==> src/rtl/mux_tb_pkg.sv <==
// Shared types and helpers for the 2:1 mux self-test sequencer.
package mux_tb_pkg;

  typedef enum logic [1:0] {IDLE, SETTLE, SAMPLE, FINISH} state_t;

  localparam int VEC_W = 3;
  localparam logic [VEC_W-1:0] VEC_LAST = 3'd7;

  function automatic logic mux_golden(input logic sel, input logic in1, input logic in0);
    return sel ? in1 : in0;
  endfunction

endpackage

==> src/rtl/mux_vec_cmp.sv <==
// Compares NUM_OUT mux outputs against one golden bit; combinational, no backpressure.
module mux_vec_cmp #(
  parameter int NUM_OUT = 3
) (
  input  logic [NUM_OUT-1:0] y,
  input  logic               exp_bit,
  output logic [NUM_OUT-1:0] mis,
  output logic               any_mis
);

  // Case-inequality so an undriven (X/Z) output is flagged rather than propagated.
  always_comb begin
    mis = '0;
    for (int i = 0; i < NUM_OUT; i++) begin
      mis[i] = (y[i] !== exp_bit);
    end
    any_mis = |mis;
  end

endmodule

==> src/rtl/mux_vec_gen.sv <==
// Sweeps all 8 {sel,in1,in0} vectors into the muxes under test, checks their outputs
// after a settle window and reports failing vectors; done arrives 8*(HOLD_CYC+1) clocks after start.
module mux_vec_gen
  import mux_tb_pkg::*;
#(
  parameter int HOLD_CYC = 4,
  parameter int NUM_OUT  = 3,
  parameter int ERR_W    = 4
) (
  input  logic               clk,
  input  logic               rst_n,
  input  logic               start,
  output logic               sel,
  output logic               in1,
  output logic               in0,
  input  logic [NUM_OUT-1:0] y,
  output logic [VEC_W-1:0]   vec_idx,
  output logic               busy,
  output logic               err_valid,
  output logic [NUM_OUT-1:0] err_mask,
  output logic [ERR_W-1:0]   err_cnt,
  output logic               done,
  output logic               pass
);

  localparam int CNT_W = (HOLD_CYC < 1) ? 1 : $clog2(HOLD_CYC + 1);

  state_t             state;
  logic [CNT_W-1:0]   cnt;
  logic               exp_bit;
  logic [NUM_OUT-1:0] mis;
  logic               any_mis;

  // The stimulus bits are the vector register itself, so they stay registered.
  assign sel = vec_idx[2];
  assign in1 = vec_idx[1];
  assign in0 = vec_idx[0];

  assign exp_bit = mux_golden(sel, in1, in0);

  mux_vec_cmp #(.NUM_OUT(NUM_OUT)) u_cmp (
    .y       (y),
    .exp_bit (exp_bit),
    .mis     (mis),
    .any_mis (any_mis)
  );

  always_ff @(posedge clk or negedge rst_n) begin
    if (!rst_n) begin
      state     <= IDLE;
      cnt       <= '0;
      vec_idx   <= '0;
      busy      <= 1'b0;
      err_valid <= 1'b0;
      err_mask  <= '0;
      err_cnt   <= '0;
      done      <= 1'b0;
      pass      <= 1'b0;
    end else begin
      err_valid <= 1'b0;
      done      <= 1'b0;
      case (state)
        IDLE: begin
          if (start) begin
            vec_idx  <= '0;
            cnt      <= CNT_W'(HOLD_CYC);
            err_cnt  <= '0;
            err_mask <= '0;
            pass     <= 1'b0;
            busy     <= 1'b1;
            state    <= SETTLE;
          end
        end
        SETTLE: begin
          cnt <= cnt - CNT_W'(1);
          if (cnt == CNT_W'(1)) state <= SAMPLE;
        end
        SAMPLE: begin
          err_mask <= err_mask | mis;
          if (any_mis) begin
            err_valid <= 1'b1;
            if (err_cnt != {ERR_W{1'b1}}) err_cnt <= err_cnt + ERR_W'(1);
          end
          if (vec_idx == VEC_LAST) begin
            done  <= 1'b1;
            state <= FINISH;
          end else begin
            vec_idx <= vec_idx + VEC_W'(1);
            cnt     <= CNT_W'(HOLD_CYC);
            state   <= SETTLE;
          end
        end
        FINISH: begin
          pass  <= (err_cnt == '0);
          busy  <= 1'b0;
          state <= IDLE;
        end
        default: state <= IDLE;
      endcase
    end
  end

endmodule

==> config.mk <==
export PLATFORM = sky130hd
export DESIGN_NAME = mux_vec_gen
export DESIGN_NICKNAME = d
export VERILOG_FILES = /design/src/rtl/mux_tb_pkg.sv /design/src/rtl/mux_vec_cmp.sv /design/src/rtl/mux_vec_gen.sv
export SDC_FILE = /design/constraint.sdc
export NUM_CORES = 1
export LEC_CHECK = 0
export CAP_MARGIN = 20
export CORE_ASPECT_RATIO = 1.2
export CORE_MARGIN = 2
export CORE_UTILIZATION = 47
export CTS_BUF_LIST = sky130_fd_sc_hd__clkbuf_4 sky130_fd_sc_hd__clkbuf_8
export CTS_CLUSTER_SIZE = 30
export DETAILED_ROUTE_END_ITERATION = 8
export PLACE_DENSITY_LB_ADDON = 0.08
export SYNTH_ARGS = -nofsm -noshare
export SYNTH_HDL_FRONTEND = slang
export SYNTH_SLANG_ARGS = --single-unit
==> constraint.sdc <==
create_clock -name clk -period 1.65 [get_ports clk]
set_clock_uncertainty 0.15 [all_clocks]
set_input_delay 0.4125 -clock clk [delete_from_list [all_inputs] [get_ports clk]]
set_output_delay 0.4125 -clock clk [all_outputs]
set_load 0.005 [all_outputs]
==> results of run 1 <==
flip-flops by register name, summed over array words and instances, names as in the netlist:
| signal | count |
|---|---|
| busy | 1 |
| cnt | 3 |
| done | 1 |
| err_cnt | 4 |
| err_mask | 3 |
| err_valid | 1 |
| pass | 1 |
| state | 2 |
| vec_idx | 3 |
logic make-up after synthesis:
family	Yosys count
mux	3
compound gates	35
simple gates	35
xor+xnor	4
buf+inv	17
flops	19
fa+ha+maj	6
power groups by stage:
stage          combinational [mW]  clock [mW]  sequential, mW
2_1_floorplan               0.617           0           0.757
3_3_place_gp                 1.04           0           0.796
4_1_cts                      1.26       0.262           0.764
5_1_grt                      1.44       0.272           0.789
6_report                     1.30       0.257           0.766
3_5_place_dp                 1.07           0           0.809
layout make-up:
cell class              count  area (um2)
flip-flops and latches     19         479
clock inverters             1        7.51
repair buffers             57         463
fillers                   182         601
multi-input cells          83         613
inverters                   9        33.8
clock buffers               3        22.5
well taps                  31        38.8
per-stage QoR:
stage	cell area [um2]	power [mW]
4_1_cts	1640	2.29
5_1_grt	1660	2.50
2_1_floorplan	1110	1.37
3_3_place_gp	1460	1.84
3_5_place_dp	1460	1.88
6_report	1660	2.33
worst reg2reg max path, delay by kind of cell (launching register included):
family                 cells  cell delay (ns)
multiplexers               2             0.59
AO/OA/AOI/OAI              2             0.37
flip-flops                 1             0.44
buffers and inverters      1             0.13
cells in the final DEF (no fill, tap or decap), drive strengths merged, types with 2 or more instances in the layout:
cell type / instances
a21oi: 12
a22oi: 2
buf: 35
clkbuf: 7
clkdlybuf4s15: 4
clkdlybuf4s50: 2
dfrtp: 19
dlygate4sd2: 12
ha: 6
inv: 9
mux2i: 2
nand2: 9
nand2b: 2
nand3: 5
nand4: 3
nor2: 10
nor3: 2
o211ai: 6
o21ai: 7
o31ai: 2
xnor2: 3
per-layer routing:
metal  up-vias  GRT usage [%]  wire (um)
met2        31           39.7       1560
met5         -              0          0
li1        524              -          -
met4         0           13.9         90
met3         8           2.53        118
met1       545           29.5       1150
final timing paths:
kind                       slack (ns)                   start  cells after the start                      to
min                              0.26                   rst_n                      2      cnt[2]$_DFFE_PN0P_
max reg2reg                     -0.09  vec_idx[2]$_DFFE_PN0P_                      5  err_cnt[3]$_DFFE_PN0P_
min reg2reg                      0.36      cnt[2]$_DFFE_PN0P_                      1      cnt[2]$_DFFE_PN0P_
max                             -0.09  vec_idx[2]$_DFFE_PN0P_                      5  err_cnt[3]$_DFFE_PN0P_
max in group asynchronous        0.85                   rst_n                      2  vec_idx[0]$_DFFE_PN0P_
min in group clk                 0.36      cnt[2]$_DFFE_PN0P_                      1      cnt[2]$_DFFE_PN0P_
what timing repair did:
| action | in CTS | in global routing |
|---|---|---|
| setup endpoints to repair | 22 | 14 |
| buffers inserted | 17 | 1 |
| resized for setup | 39 | 11 |
| pin swaps | 3 | 5 |
| hold buffers | 0 | 0 |
==> flow_metrics.py, run 1 <==
metrics = {
    "sta": {
        "timing.final.ws_setup_ns": -0.0881,
        "finalSetupTns_ns": -0.402,
        "fmax_ghz": 0.575,
        "tightest_slew_ns": 0.421,
        "slew-limit-headroom_pct": 72.0,
        "slew_viol_final": 0,
        "hold_viol": 0,
        "period_needed_ns": 1.74,
        "rsz0062_at_grt": "yes",
        "min_period_over_period_pct": 105,
        "setup_viol": 7,
        "whs_ns": 0.265,
    },
    "power": {
        "switching_share_pct": 40.7,
        "peakVddDrop_mv": 0.951,
        "power_frac_comb_pct": 56.0,
        "clockPowerShare_pct": 11.1,
        "power_density_nw_per_um2": 1400,
        "p_int_mw": 1.38,
        "p_leak_nw": 0.809,
        "power.share.sequential_pct": 32.9,
        "p_switching_mw": 0.947,
    },
    "floorplanning": {
        "core_area_um2": 2260,
        "fp.dieH_um": 57.1,
        "dieArea_um2": 2760,
        "io-pin-count": 23,
        "start_util_pct": 48.9,
        "rows": 19,
        "die_w_um": 48.3,
    },
    "global_routing": {
        "antenna_found_initial": 0,
        "grt_usage_pct": 24.3,
        "grt_max_degree": 20,
        "grt_pass1_wl_um": 4820,
        "grt_overflow": 0,
        "grt_pass1_vias": 1126,
    },
    "worst_setup_path": {
        "crit_arrival_ns": 1.84,
        "required_ns": 1.75,
        "cpLargestDelayFamily": "multiplexers",
        "critical_path_class": "reg2reg",
        "worst-path-max-fanout": 6,
        "path_cells": "buf_6, mux2i_4, mux2_4, a211o_2, o211ai_1",
        "critPathLaunchType": "flip-flop",
        "cp_slowest_stage_delay_ns": 0.44,
        "cp.buffers_inverters": 1,
        "cp_slowest_cell": "dfrtp_2",
        "cp-end-kind": "flip-flop",
    },
    "finish": {
        "finalNonFillerCells": 203,
        "utilization_pct": 73.4,
        "area_delta_synth_final_pct": 50.1,
        "fin_nets": 185,
        "drive_above_1_share_pct": 34.9,
        "diodes": 0,
    },
    "logic_synthesis": {
        "ys_warn_count": 0,
        "ys.flop_type": "dfrtp_1",
        "ys_seq_elements": 19,
        "synth_common_cells": "dfrtp_1, a21oi_1, nor2_1, inv_1, nand2_1",
        "synth.avg_cell_area_um2": 9.28,
        "synth_top_family_by_area": "compound AO/OA/AOI/OAI gates",
        "synthSimpleGateAreaFrac_pct": 14.8,
        "synth_top_area_cell": "dfrtp_1",
        "synthAdderAreaFrac_pct": 6.80,
        "async_flop_share_pct": 100,
        "synthXorXnorAreaFrac_pct": 3.17,
        "synth_compound_area_share_pct": 21.1,
        "synth.area.top_cells": "dfrtp_1, ha_1, a21oi_1",
        "synth.distinct_cells": 33,
        "synthesis.area_um2": 1100,
        "synth_nets": 131,
        "synth_cells": 119,
        "ys_seq_area_share_pct": 43.0,
        "yosysMostFrequentCell": "dfrtp_1",
        "muxShareOfSynthArea_pct": 4.30,
        "synth_edf_count": 0,
        "yosysTopAreaCellShare_pct": 43.0,
    },
    "clocking": {
        "clock-sinks": 19,
        "numCtsBuffers": 3,
        "cts_tree": "yes",
        "clk_pin_slew_ns": 0.12,
        "root_buffer": "clkbuf_4",
        "worstSkewPairLatency_ns": 0.31,
        "cts_htree_levels": 1,
        "clock_path_buffers": 2,
    },
    "placed_design": {
        "placed_cells": 182,
        "gp_congestion": 0.862,
        "place_ws_ns": -0.496,
        "dp_hpwl_um": 2000,
        "numPortBuffers": 22,
    },
    "run_status": {
        "violations": "negative setup slack",
        "outcome": "finished with violations",
    },
    "drt": {
        "drt_iter0_drc": 16,
        "dr.pass1.iters": 4,
        "drc": 0,
        "wl_per_cell_um": 14.4,
        "totalWireLength_um": 2920,
        "vias_per_cell": 5.46,
        "ant_nets": 0,
        "vias": 1108,
    },
    "worst_hold_path": {
        "hold_path.class": "in2async",
    },
    "job": {
        "cap_viol_max_count": 0,
    },
}
Power figures use the tool's default switching activity.
==> run 2: changes to the inputs <==
--- a/config.mk
+++ b/config.mk
@@ -6,12 +6,16 @@
 export NUM_CORES = 1
 export LEC_CHECK = 0
 export CAP_MARGIN = 20
+export CELL_PAD_IN_SITES_DETAIL_PLACEMENT = 0
+export CELL_PAD_IN_SITES_GLOBAL_PLACEMENT = 2
 export CORE_ASPECT_RATIO = 1.2
 export CORE_MARGIN = 2
-export CORE_UTILIZATION = 47
+export CORE_UTILIZATION = 35
 export CTS_BUF_LIST = sky130_fd_sc_hd__clkbuf_4 sky130_fd_sc_hd__clkbuf_8
 export CTS_CLUSTER_SIZE = 30
 export DETAILED_ROUTE_END_ITERATION = 8
+export DONT_BUFFER_PORTS = 1
+export GPL_TIMING_DRIVEN = 0
 export PLACE_DENSITY_LB_ADDON = 0.08
 export SYNTH_ARGS = -nofsm -noshare
 export SYNTH_HDL_FRONTEND = slang
==> run 2 against run 1 <==
  * The flow still finishes with violations (negative setup slack)
  * Worst hold slack worse by 0.14 ns
  * Via count is 22% lower
  * Clock power is 3% higher
  * Sequential share of layout area is 11 points higher
  * Routed wire length is 14% lower
  * Worst setup slack worse by 0.0038 ns
  * Combinational power is 41% lower
  * Non-clock buffer count is 48 lower
  * Total power is 20% lower
  * Flip-flop and latch count stayed put
  * Count of clock-buffer cells in the layout is 1 higher
  * Largest cell class unchanged
==> flow_metrics.py, run 2 (synthesis gave the netlist of run 1 again) <==
metrics = {
    "finish": {
        "area_delta_synth_final_pct": 10.2,
        "most-common-layout-cells": "dfrtp_1, a21oi_1, inv_1, nor2_1, nand2_1",
        "num-fill-cells": 325,
        "finalNonFillerCells": 160,
        "drive_above_1_share_pct": 17.7,
        "ff_latch_area_um2": 480,
        "diodes": 0,
        "multi_input_comb_area_um2": 569,
        "fin_nets": 137,
        "largest_register": "err_cnt",
        "largest_reg_flops": 4,
        "layout_commonest_cell": "dfrtp_1",
    },
    "sta": {
        "setup_viol": 5,
        "slew-limit-headroom_pct": 39.3,
        "period_needed_ns": 1.74,
        "timing.final.ws_setup_ns": -0.0920,
        "slew_viol_final": 0,
        "hold_viol": 0,
        "rsz0062_at_grt": "yes",
        "min_period_over_period_pct": 106,
        "tightest_slew_ns": 0.907,
        "finalSetupTns_ns": -0.292,
        "fmax_ghz": 0.574,
    },
    "floorplanning": {
        "core_area_um2": 3030,
        "start_util_pct": 36.5,
        "die_w_um": 55.3,
        "dieArea_um2": 3620,
        "fp.dieH_um": 65.5,
        "io-pin-count": 23,
        "rows": 22,
    },
    "clocking": {
        "cts_tree": "yes",
        "root_buffer": "clkbuf_4",
        "clk_pin_slew_ns": 0.11,
        "worstSkewPairLatency_ns": 0.30,
        "clock-sinks": 19,
        "cts_htree_levels": 1,
        "numCtsBuffers": 3,
        "clock_path_buffers": 2,
    },
    "power": {
        "clockPowerShare_pct": 14.2,
        "p_switching_mw": 0.808,
        "power.share.sequential_pct": 44.4,
        "power_frac_comb_pct": 41.4,
        "switching_share_pct": 43.4,
        "p_int_mw": 1.06,
        "peakVddDrop_mv": 0.570,
        "p_leak_nw": 0.536,
        "power_density_nw_per_um2": 1530,
    },
    "global_routing": {
        "grt_pass1_wl_um": 4530,
        "grt_usage_pct": 15.8,
        "grt_overflow": 0,
        "grt_pass1_vias": 960,
        "antenna_found_initial": 0,
        "grt_max_degree": 20,
    },
    "run_status": {
        "outcome": "finished with violations",
        "violations": "negative setup slack",
    },
    "drt": {
        "vias": 861,
        "ant_nets": 0,
        "vias_per_cell": 5.38,
        "wl_per_cell_um": 15.6,
        "drt_iter0_drc": 32,
        "dr.pass1.iters": 4,
        "drc": 0,
        "totalWireLength_um": 2500,
    },
    "worst_setup_path": {
        "cp-end-kind": "flip-flop",
        "crit_arrival_ns": 1.82,
        "critPathLaunchType": "flip-flop",
        "worst-path-max-fanout": 6,
        "critical_path_class": "reg2reg",
        "required_ns": 1.73,
    },
    "placed_design": {
        "gp_congestion": 0.799,
        "placed_cells": 155,
        "numPortBuffers": 0,
        "dp_hpwl_um": 1800,
    },
    "worst_hold_path": {
        "hold_path.class": "in2reg",
    },
    "job": {
        "cap_viol_max_count": 0,
    },
}
==> run 2: changes by cell type in the layout (fill, tap and decap cells not counted), moves of 2 or more <==
cell	delta
buf_6	-4
buf_4	-27
clkdlybuf4s15_1	-4
clkdlybuf4s50_1	-2
dlygate4sd2_1	-12
==> run 2: worst max-delay path: stages, from the launching register on <==
cell	delay [ns]
dfrtp_2	0.47
mux2i_4	0.32
mux2_4	0.37
a211o_2	0.30
o211ai_1	0.07
==> run 2: cell type report <==
type                       instances  share of cell area, %
inverter                           9                   2.77
multi-input combinational         83                   46.8
clock buffer                       4                   2.47
sequential                        19                   39.5
timing repair buffer               2                   1.44
tap                               36                   3.70
buffer                             7                   3.39
==> run 2: through the flow <==
step,instance area [um2],setup WS (ns),power [mW],hold slack (ns),utilization [%]
finish,1220,-0.0920,1.86,0.120,40.2
global placement,1150,-0.275,1.56,-0.0326,38.0
global route,1220,-0.163,2.06,0.118,40.2
floorplan,1110,-0.0420,1.37,-0.0331,-
detailed placement,1150,-0.272,1.57,-0.0326,38.0
CTS,1210,-0.0937,1.88,0.108,40.0
==> run 2: timing repair <==
item | 4_1_cts | 5_1_grt
endpoints found under the hold margin | 19 | 0
buffers inserted | 1 | 0
gates resized for setup | 6 | 5
hold buffers | 1 | 0
pin swaps | 1 | 0
setup endpoints to repair | 10 | 12
==> run 2: worst paths after layout <==
path                       slack [ns]              startpoint  cells past startpoint                      to
max                             -0.09  vec_idx[2]$_DFFE_PN0P_                      4  err_cnt[3]$_DFFE_PN0P_
min                              0.12                   start                      2    state[0]$_DFFE_PN0P_
max reg2reg                     -0.09  vec_idx[2]$_DFFE_PN0P_                      4  err_cnt[3]$_DFFE_PN0P_
min reg2reg                      0.35      cnt[2]$_DFFE_PN0P_                      1      cnt[2]$_DFFE_PN0P_
max in group asynchronous        0.21                   rst_n                      1  vec_idx[0]$_DFFE_PN0P_
min in group asynchronous        0.52                   rst_n                      1      cnt[2]$_DFFE_PN0P_
==> run 2: power by group through the flow <==
stage          Clock [mW]  Combinational, mW  Sequential [mW]
5_1_grt             0.300              0.901            0.861
3_3_place_gp            0              0.761            0.797
2_1_floorplan           0              0.617            0.757
6_report            0.265              0.771            0.828
4_1_cts             0.276              0.776            0.827
3_5_place_dp            0              0.766            0.804
==> run 2: layer usage <==
| layer | vias to the layer above | routed length, um | GRT usage (%) |
|---|---|---|---|
| met5 | - | 0 | 0 |
| met4 | 0 | 34 | 6.40 |
| met3 | 4 | 77 | 2.56 |
| met2 | 15 | 1210 | 26.3 |
| met1 | 414 | 1170 | 20.5 |
| li1 | 428 | - | - |
